**src/rtl/track_sequencer_pkg.sv**
```systemverilog
`default_nettype none
// ============================================================================
// Package     : synth_pkg
// Description : Shared widths, note constants and sequencer FSM encoding for
//               the two-track step sequencer.
// Revision    : 1.0 - initial release
// ============================================================================
package synth_pkg;

    localparam int NOTE_W = 8;              // width of a stored note code
    localparam int STEP_W = 4;              // log2 of steps per track
    localparam int STEPS  = 2 ** STEP_W;    // steps per track
    localparam int ADDR_W = 1 + STEP_W;     // RAM address {track, step}

    // Note code 0 is a rest (silence).
    localparam logic [NOTE_W-1:0] REST = '0;

    // Shared RAM access FSM, explicitly 2-bit encoded.
    typedef enum logic [1:0] {
        IDLE   = 2'd0,
        ACCESS = 2'd1,
        LATCH  = 2'd2
    } seq_state_e;

    // RAM address of a given step within a given track.
    function automatic logic [ADDR_W-1:0] make_addr(input logic             trk,
                                                    input logic [STEP_W-1:0] step);
        return {trk, step};
    endfunction

endpackage
`default_nettype wire

```
**src/rtl/track_sequencer_if.sv**
```systemverilog
`default_nettype none
// ============================================================================
// Interface   : track_sequencer_if
// Description : Record handshake and single-port note RAM bus of the track
//               sequencer.
//               rec_valid/rec_ready/rec_track/rec_note : live-record request
//               mem_addr/mem_we/mem_wdata/mem_rdata    : note RAM port
//               slave  : the sequencer side
//               master : the record source + RAM side
// Revision    : 1.0 - initial release
// ============================================================================
interface track_sequencer_if;

    logic                          rec_valid;
    logic                          rec_ready;
    logic                          rec_track;
    logic [synth_pkg::NOTE_W-1:0]  rec_note;

    logic [synth_pkg::ADDR_W-1:0]  mem_addr;
    logic                          mem_we;
    logic [synth_pkg::NOTE_W-1:0]  mem_wdata;
    logic [synth_pkg::NOTE_W-1:0]  mem_rdata;

    modport slave (
        input  rec_valid, rec_track, rec_note, mem_rdata,
        output rec_ready, mem_addr, mem_we, mem_wdata
    );

    modport master (
        output rec_valid, rec_track, rec_note, mem_rdata,
        input  rec_ready, mem_addr, mem_we, mem_wdata
    );

endinterface
`default_nettype wire

```
**src/rtl/track_sequencer_step_counter.sv**
```systemverilog
`default_nettype none
// ============================================================================
// Module      : step_counter
// Description : Per-track step position. Wraps from 2**WIDTH-1 back to 0.
//               clk   : system clock
//               rst   : asynchronous active-high reset
//               clr   : synchronous clear (wins over inc)
//               inc   : advance one step
//               count : current step
// Revision    : 1.0 - initial release
// ============================================================================
module step_counter #(
    parameter int WIDTH = 4
) (
    input  logic             clk,
    input  logic             rst,
    input  logic             clr,
    input  logic             inc,
    output logic [WIDTH-1:0] count
);

    // Natural binary rollover gives the 2**WIDTH-1 -> 0 wrap.
    always_ff @(posedge clk or posedge rst) begin
        if (rst) begin
            count <= '0;
        end else if (clr) begin
            count <= '0;
        end else if (inc) begin
            count <= count + 1'b1;
        end
    end

endmodule
`default_nettype wire

```
**src/rtl/track_sequencer.sv**
```systemverilog
`default_nettype none
// ============================================================================
// Module      : track_sequencer
// Description : Steps two tracks through a shared single-port note RAM, one
//               step per tempo tick, and arbitrates the RAM between the two
//               track readers and one live-record writer.
//               clk, rst        : clock, asynchronous active-high reset
//               step_tick       : 1-cycle tempo pulse
//               tracks_playing  : bit t = track t playing
//               bus (slave)     : record handshake + note RAM port
//               note_out0/1     : current note of track 0/1 (held)
//               note_valid      : bit t pulses when note_out t updates
//               overrun         : pulse when a tick hits a still-pending read
// Revision    : 1.0 - initial release
// ============================================================================
module track_sequencer
    import synth_pkg::*;
(
    input  logic               clk,
    input  logic               rst,
    input  logic               step_tick,
    input  logic [1:0]         tracks_playing,
    track_sequencer_if.slave   bus,
    output logic [NOTE_W-1:0]  note_out0,
    output logic [NOTE_W-1:0]  note_out1,
    output logic [1:0]         note_valid,
    output logic               overrun
);

    // ------------------------------------------------------------------
    // Declarations
    // ------------------------------------------------------------------
    seq_state_e          r_state;
    seq_state_e          w_state_nxt;

    logic [1:0]          r_rd_pend;
    logic                r_wr_pend;
    logic                r_rec_track;
    logic [NOTE_W-1:0]   r_rec_note;

    // Attributes of the access currently in ACCESS/LATCH.
    logic                r_acc_write;
    logic                r_acc_track;
    logic                r_acc_kill;

    logic [ADDR_W-1:0]   r_mem_addr;
    logic                r_mem_we;
    logic [NOTE_W-1:0]   r_mem_wdata;

    logic [STEP_W-1:0]   w_step [2];
    logic [1:0]          w_step_inc;
    logic [1:0]          w_step_clr;

    logic [1:0]          w_rd_req;
    logic [1:0]          w_busy;
    logic [1:0]          w_tick_take;
    logic                w_rec_accept;

    logic                w_gnt_wr;
    logic [1:0]          w_gnt_rd;
    logic                w_latch_ok;
    logic [1:0]          w_latch_trk;

    // ------------------------------------------------------------------
    // Per-track step counters and request qualification
    // ------------------------------------------------------------------
    generate
        for (genvar t = 0; t < 2; t++) begin : g_trk
            step_counter #(
                .WIDTH (STEP_W)
            ) u_step (
                .clk   (clk),
                .rst   (rst),
                .clr   (w_step_clr[t]),
                .inc   (w_step_inc[t]),
                .count (w_step[t])
            );

            assign w_step_clr[t] = ~tracks_playing[t];
            assign w_step_inc[t] = w_latch_trk[t];

            // A read stays pending until its LATCH completes, not merely
            // until it is granted; a tick landing in that window is an
            // overrun and must not queue a second step.
            assign w_busy[t] = r_rd_pend[t]
                             | ((r_state != IDLE) & ~r_acc_write
                                & (r_acc_track == 1'(t)));

            assign w_rd_req[t]    = r_rd_pend[t] & tracks_playing[t];
            assign w_tick_take[t] = step_tick & tracks_playing[t] & ~w_busy[t];
        end
    endgenerate

    assign w_rec_accept  = bus.rec_valid & ~r_wr_pend;
    assign bus.rec_ready = ~r_wr_pend;

    assign w_latch_trk = w_latch_ok ? (r_acc_track ? 2'b10 : 2'b01) : 2'b00;

    // ------------------------------------------------------------------
    // FSM: state register
    // ------------------------------------------------------------------
    always_ff @(posedge clk or posedge rst) begin
        if (rst) begin
            r_state <= IDLE;
        end else begin
            r_state <= w_state_nxt;
        end
    end

    // ------------------------------------------------------------------
    // FSM: next state, grant and latch decisions
    // ------------------------------------------------------------------
    always_comb begin
        w_state_nxt = r_state;
        w_gnt_wr    = 1'b0;
        w_gnt_rd    = 2'b00;
        w_latch_ok  = 1'b0;
        case (r_state)
            IDLE: begin
                // Writer first so a same-cycle record is visible to the reads.
                if (r_wr_pend) begin
                    w_gnt_wr    = 1'b1;
                    w_state_nxt = ACCESS;
                end else if (w_rd_req[0]) begin
                    w_gnt_rd    = 2'b01;
                    w_state_nxt = ACCESS;
                end else if (w_rd_req[1]) begin
                    w_gnt_rd    = 2'b10;
                    w_state_nxt = ACCESS;
                end
            end
            ACCESS: begin
                w_state_nxt = r_acc_write ? IDLE : LATCH;
            end
            LATCH: begin
                // Drop the data if the track was stopped while in flight.
                w_latch_ok  = ~r_acc_kill & tracks_playing[r_acc_track];
                w_state_nxt = IDLE;
            end
            default: begin
                w_state_nxt = IDLE;
            end
        endcase
    end

    // ------------------------------------------------------------------
    // Pending flags and record capture
    // ------------------------------------------------------------------
    always_ff @(posedge clk or posedge rst) begin
        if (rst) begin
            r_rd_pend <= 2'b00;
        end else begin
            for (int t = 0; t < 2; t++) begin
                if (!tracks_playing[t]) begin
                    r_rd_pend[t] <= 1'b0;
                end else if (w_tick_take[t]) begin
                    r_rd_pend[t] <= 1'b1;
                end else if (w_gnt_rd[t]) begin
                    r_rd_pend[t] <= 1'b0;
                end
            end
        end
    end

    always_ff @(posedge clk or posedge rst) begin
        if (rst) begin
            r_wr_pend   <= 1'b0;
            r_rec_track <= 1'b0;
            r_rec_note  <= REST;
        end else if (w_rec_accept) begin
            r_wr_pend   <= 1'b1;
            r_rec_track <= bus.rec_track;
            r_rec_note  <= bus.rec_note;
        end else if (w_gnt_wr) begin
            r_wr_pend   <= 1'b0;
        end
    end

    // ------------------------------------------------------------------
    // RAM port registers and in-flight access bookkeeping
    // ------------------------------------------------------------------
    always_ff @(posedge clk or posedge rst) begin
        if (rst) begin
            r_mem_addr  <= '0;
            r_mem_we    <= 1'b0;
            r_mem_wdata <= '0;
            r_acc_write <= 1'b0;
            r_acc_track <= 1'b0;
            r_acc_kill  <= 1'b0;
        end else if (w_gnt_wr) begin
            // Write lands on the record track's current step; step is untouched.
            r_mem_addr  <= make_addr(r_rec_track, w_step[r_rec_track]);
            r_mem_we    <= 1'b1;
            r_mem_wdata <= r_rec_note;
            r_acc_write <= 1'b1;
            r_acc_track <= r_rec_track;
            r_acc_kill  <= 1'b0;
        end else if (w_gnt_rd != 2'b00) begin
            r_mem_addr  <= make_addr(w_gnt_rd[1], w_step[w_gnt_rd[1]]);
            r_mem_we    <= 1'b0;
            r_acc_write <= 1'b0;
            r_acc_track <= w_gnt_rd[1];
            r_acc_kill  <= 1'b0;
        end else begin
            if ((r_state == ACCESS) && r_acc_write) begin
                r_mem_we <= 1'b0;
            end
            if ((r_state != IDLE) && !r_acc_write && !tracks_playing[r_acc_track]) begin
                r_acc_kill <= 1'b1;
            end
        end
    end

    assign bus.mem_addr  = r_mem_addr;
    assign bus.mem_we    = r_mem_we;
    assign bus.mem_wdata = r_mem_wdata;

    // ------------------------------------------------------------------
    // Voice outputs
    // ------------------------------------------------------------------
    always_ff @(posedge clk or posedge rst) begin
        if (rst) begin
            note_out0  <= REST;
            note_out1  <= REST;
            note_valid <= 2'b00;
            overrun    <= 1'b0;
        end else begin
            note_valid <= w_latch_trk;
            overrun    <= step_tick & (|(tracks_playing & w_busy));

            if (!tracks_playing[0]) begin
                note_out0 <= REST;
            end else if (w_latch_trk[0]) begin
                note_out0 <= bus.mem_rdata;
            end

            if (!tracks_playing[1]) begin
                note_out1 <= REST;
            end else if (w_latch_trk[1]) begin
                note_out1 <= bus.mem_rdata;
            end
        end
    end

endmodule
`default_nettype wire

```
**src/flat_wrapper.sv**
```systemverilog
// flat-port wrapper written by rule: the top's interface ports become plain ports
module track_sequencer_flat import synth_pkg::*;
  (clk, rst, step_tick, tracks_playing, note_out0, note_out1, note_valid, overrun, bus_rec_valid, bus_rec_track, bus_rec_note, bus_mem_rdata, bus_rec_ready, bus_mem_addr, bus_mem_we, bus_mem_wdata);
  track_sequencer_if bus_i ();
  input  logic clk;
  input  logic rst;
  input  logic step_tick;
  input  logic [1:0] tracks_playing;
  output logic [NOTE_W-1:0] note_out0;
  output logic [NOTE_W-1:0] note_out1;
  output logic [1:0] note_valid;
  output logic overrun;
  input wire logic [$bits(bus_i.rec_valid)-1:0] bus_rec_valid;
  input wire logic [$bits(bus_i.rec_track)-1:0] bus_rec_track;
  input wire logic [$bits(bus_i.rec_note)-1:0] bus_rec_note;
  input wire logic [$bits(bus_i.mem_rdata)-1:0] bus_mem_rdata;
  output wire logic [$bits(bus_i.rec_ready)-1:0] bus_rec_ready;
  output wire logic [$bits(bus_i.mem_addr)-1:0] bus_mem_addr;
  output wire logic [$bits(bus_i.mem_we)-1:0] bus_mem_we;
  output wire logic [$bits(bus_i.mem_wdata)-1:0] bus_mem_wdata;
  assign bus_i.rec_valid = bus_rec_valid;
  assign bus_i.rec_track = bus_rec_track;
  assign bus_i.rec_note = bus_rec_note;
  assign bus_i.mem_rdata = bus_mem_rdata;
  assign bus_rec_ready = bus_i.rec_ready;
  assign bus_mem_addr = bus_i.mem_addr;
  assign bus_mem_we = bus_i.mem_we;
  assign bus_mem_wdata = bus_i.mem_wdata;
  track_sequencer u_core (.clk(clk), .rst(rst), .step_tick(step_tick), .tracks_playing(tracks_playing), .bus(bus_i), .note_out0(note_out0), .note_out1(note_out1), .note_valid(note_valid), .overrun(overrun));
endmodule
```
**config.mk**
```make
export PLATFORM = sky130hd
export DESIGN_NAME = track_sequencer_flat
export DESIGN_NICKNAME = d
export VERILOG_FILES = /design/src/rtl/track_sequencer_pkg.sv /design/src/rtl/track_sequencer_if.sv /design/src/rtl/track_sequencer_step_counter.sv /design/src/rtl/track_sequencer.sv /design/src/flat_wrapper.sv
export SDC_FILE = /design/constraint.sdc
export NUM_CORES = 1
export LEC_CHECK = 0
export ABC_AREA = 1
export BUFFER_PORTS_ARGS = -buffer_cell sky130_fd_sc_hd__buf_2
export CAP_MARGIN = 5
export CORE_ASPECT_RATIO = 1.1
export CORE_MARGIN = 3
export CORE_UTILIZATION = 53
export DETAILED_ROUTE_END_ITERATION = 12
export HOLD_SLACK_MARGIN = 0.12
export MAX_ROUTING_LAYER = met4
export PLACE_DENSITY = 0.78
export SETUP_SLACK_MARGIN = 0.05
export SLEW_MARGIN = 20
export SYNTH_ARGS = -nofsm -noshare
export SYNTH_HDL_FRONTEND = slang
export SYNTH_SLANG_ARGS = --single-unit
```
**constraint.sdc**
```tcl
create_clock -name clk -period 1.9 [get_ports clk]
set_input_delay 0 -clock clk [delete_from_list [all_inputs] [get_ports clk]]
set_output_delay 0 -clock clk [all_outputs]
set_load 0.02 [all_outputs]
```
==> flow_summary.ini <==
[outcome]
status = finished, final reports clean

[layout]
n_antenna_cell = 0
postLayoutCoreUtil_pct = 72.42
syn_to_final_growth_pct = 27.72
drive_above_1_share_pct = 27.35
nNetsFinal = 382

[power_and_ir_drop]
ir_drop_mv = 0.8618
p_per_area_nw_per_um2 = 1295
p_leak_nw = 1.751

[floorplanning]
die_h_um = 78.30
die_x_um = 71.73
io_pins = 57
start_util_pct = 56.70
die-area_um2 = 5616
core_area_um2 = 4442
rows = 25

[sta]
worst_pin_slew_ns = 0.5939
setup_viol = 0
hold_viol = 0
rsz0062_at_grt = no
clock.fmax_mhz = 588.5
fin_tns_setup_ns = 0
slew_headroom_pct = 60.35
fin_crit_sh_pct = 89.43
slew_viol_final = 0
final.setup.worst_slack_ns = 0.2008
finalCriticalPeriod_ns = 1.699
skew_ns = 0.007684

[placement]
io_buffer_count = 56
pre_cts_slack_ns = 0.3944
hpwl_mm = 3.719
routabilityCongestion = 0.7894

[global_route]
grt_max_degree = 31
antenna_found_initial = 0
grt_usage_pct = 22.83
grt_pass1_vias = 2075
gr-total-overflow = 0
grt_first_pass_wirelength_mm = 9.687

[drt]
via_count = 2133
ant_nets = 0
drtIter0Drc = 160
drc_errors = 0
routed_via_density = 5.127
first_pass_iters = 4
wl_per_cell_um = 13.58
finalWirelength_mm = 5.649

[setup_path]
worstSetupPathType = reg -> reg
crit_path_end_kind = flip-flop
required_ns = 2.18
startpoint = u_core.r_state[1]
r2r_end = u_core.overrun
cp.arrival_ns = 1.98
reg2reg_setup_slack_ns = 0.20
cp-start-kind = flip-flop
crit_path_end = u_core.overrun
r2r_start = u_core.r_state[1]
r2r_cells = 7
critPathMaxFanout = 6

[logic_synthesis]
syn_inst = 275
synth_area_leaders = dfrtp_1 57%, nand2_1 8.8%, o21ai_0 5.0%
synthTopCellsByCount = 59 x nand2_1, 57 x dfrtp_1, 32 x inv_1
synth_seq_cells = 57
yosysSeqAreaShare_pct = 56.63
syn_area_per_cell_um2 = 9.159
synth-async-reset-ratio_pct = 100.0
synth_top_area_share_pct = 56.63
yosysWarningCount = 0
synth_fp_nets = 300
yosysMostFrequentCell = nand2_1
yosysTopAreaCell = dfrtp_1
syn_area_um2 = 2519
synth_cell_type_count = 28
synth_edf_count = 0
synth-main-ff-cell = dfrtp_1

[flow_run]
maxCapViolations = 0

[clock_tree]
cts_tree = done
cts-htree-levels = 3
cts_sinks = 57
clk_pin_slew_ns = 0.06
root_buffer = clkbuf_8
cts_inserted_buffers = 9
insertion_delay_ns = 0.34
clock_path_buffers = 2
postCtsSetupBuffers = 0

[min_path]
hold_path.class = in -> async
## sequential cells by signal, summed over array words and instances, names as in the netlist, 2 cells and up
register	flops
u_core.g_trk.u_step.count	8
u_core.note_out0	8
u_core.r_rec_note	8
u_core.r_state	2
u_core.bus.mem_addr	5
u_core.note_valid	2
u_core.note_out1	8
u_core.r_rd_pend	2
u_core.bus.mem_wdata	8
## stage by stage
stage	hold slack (ns)	instance area, um2	power, W	cells
final	0.2661	3217	0.004165	416
after global routing	0.3255	3217	0.004443	416
after CTS	0.2808	3216	0.004169	416
after detailed placement	0.09411	2821	0.003132	378
after global placement	0.09980	2821	0.003086	378
after floorplan	0.1146	2519	0.002794	275
## layer usage
layer	part of all wire [%]	GRT usage [%]	wire, um
met1	42	27.70	2393
met2	51	36.76	2905
met3	4.0	4.097	226
met4	2.2	11.09	125
met5	0	-	0
## how the worst min path moves through the flow
stage / from / endpoint / slack [ns] / cells after the start
3_3_place_gp: rst / u_core.r_rec_note[0] / 0.1 / 2
2_1_floorplan: tracks_playing[1] / u_core.g_trk[1].u_step.count[3] / 0.11 / 2
6_report: rst / u_core.r_rec_note[6] / 0.27 / 3
4_1_cts: rst / u_core.bus.mem_wdata[3] / 0.28 / 3
5_1_grt: rst / u_core.r_rec_note[6] / 0.33 / 3
3_5_place_dp: rst / u_core.bus.mem_wdata[3] / 0.09 / 2
## power breakdown
group	total, W	internal, W	switching [W]
clock network	0.00100	0.000538	0.000465
registers	0.00174	0.00154	0.000202
logic	0.00142	0.000476	0.000945
## repair_timing
item	CTS	global route
setup endpoints to repair	0	1
resized for setup	0	1
hold endpoints to repair	60	0
hold buffers	22	0
## cell usage in the layout (no fill, tap or decap)
cell type      synthesis  routed
o31ai_1                1       1
nand4_1                2       2
clkbuf_8               0      11
ha_1                   2       2
dfrtp_2                0       1
nand3_1               22      22
nand2_2                1       1
buf_2                  1      56
clkinv_2               0       3
inv_2                  4       5
o21bai_1               2       2
nand2_1               59      59
o21ai_2                9       9
dfrtp_1               57      56
nor2_4                 4       4
dlygate4sd3_1          0      22
o21ai_0               25      25
o22ai_1                2       2
a21oi_1               10      10
nor2_2                 2       2
nand2_4                1       1
inv_1                 32      31
nor2_1                23      23
nor3_1                 3       3
clkbuf_1               1       2
buf_12                 0       1
xor2_1                 1       1
mux2_2                 2       2
inv_4                  1       1
nand3_2                2       2
## layout make-up
type                    count  area (um2)
fillers                   344        1225
well taps                  54       67.56
clock buffers              13       158.9
inverters                  37       141.4
flip-flops and latches     57        1428
repair buffers             79       520.5
multi-input cells         173       885.9
clock inverters             3       15.01
## worst max-delay path, cell delays in order, from the launching register on
cell and delay [ns]:
dfrtp_2 0.43, inv_1 0.06, nand2_1 0.13, nand2_1 0.11, o21bai_1 0.20, nand3_1 0.09, dlygate4sd3_1 0.57, nand2_1 0.06
## cells by family after synthesis
family | after synthesis | share of synthesized area, %
flops | 57 | 56.63
mux | 2 | 0.8941
simple gates | 119 | 21.46
buf+inv | 45 | 8.196
fa+ha+maj | 2 | 0.9934
xor+xnor | 1 | 0.3478
compound gates | 49 | 11.48
(Power assumes the default switching activity.)
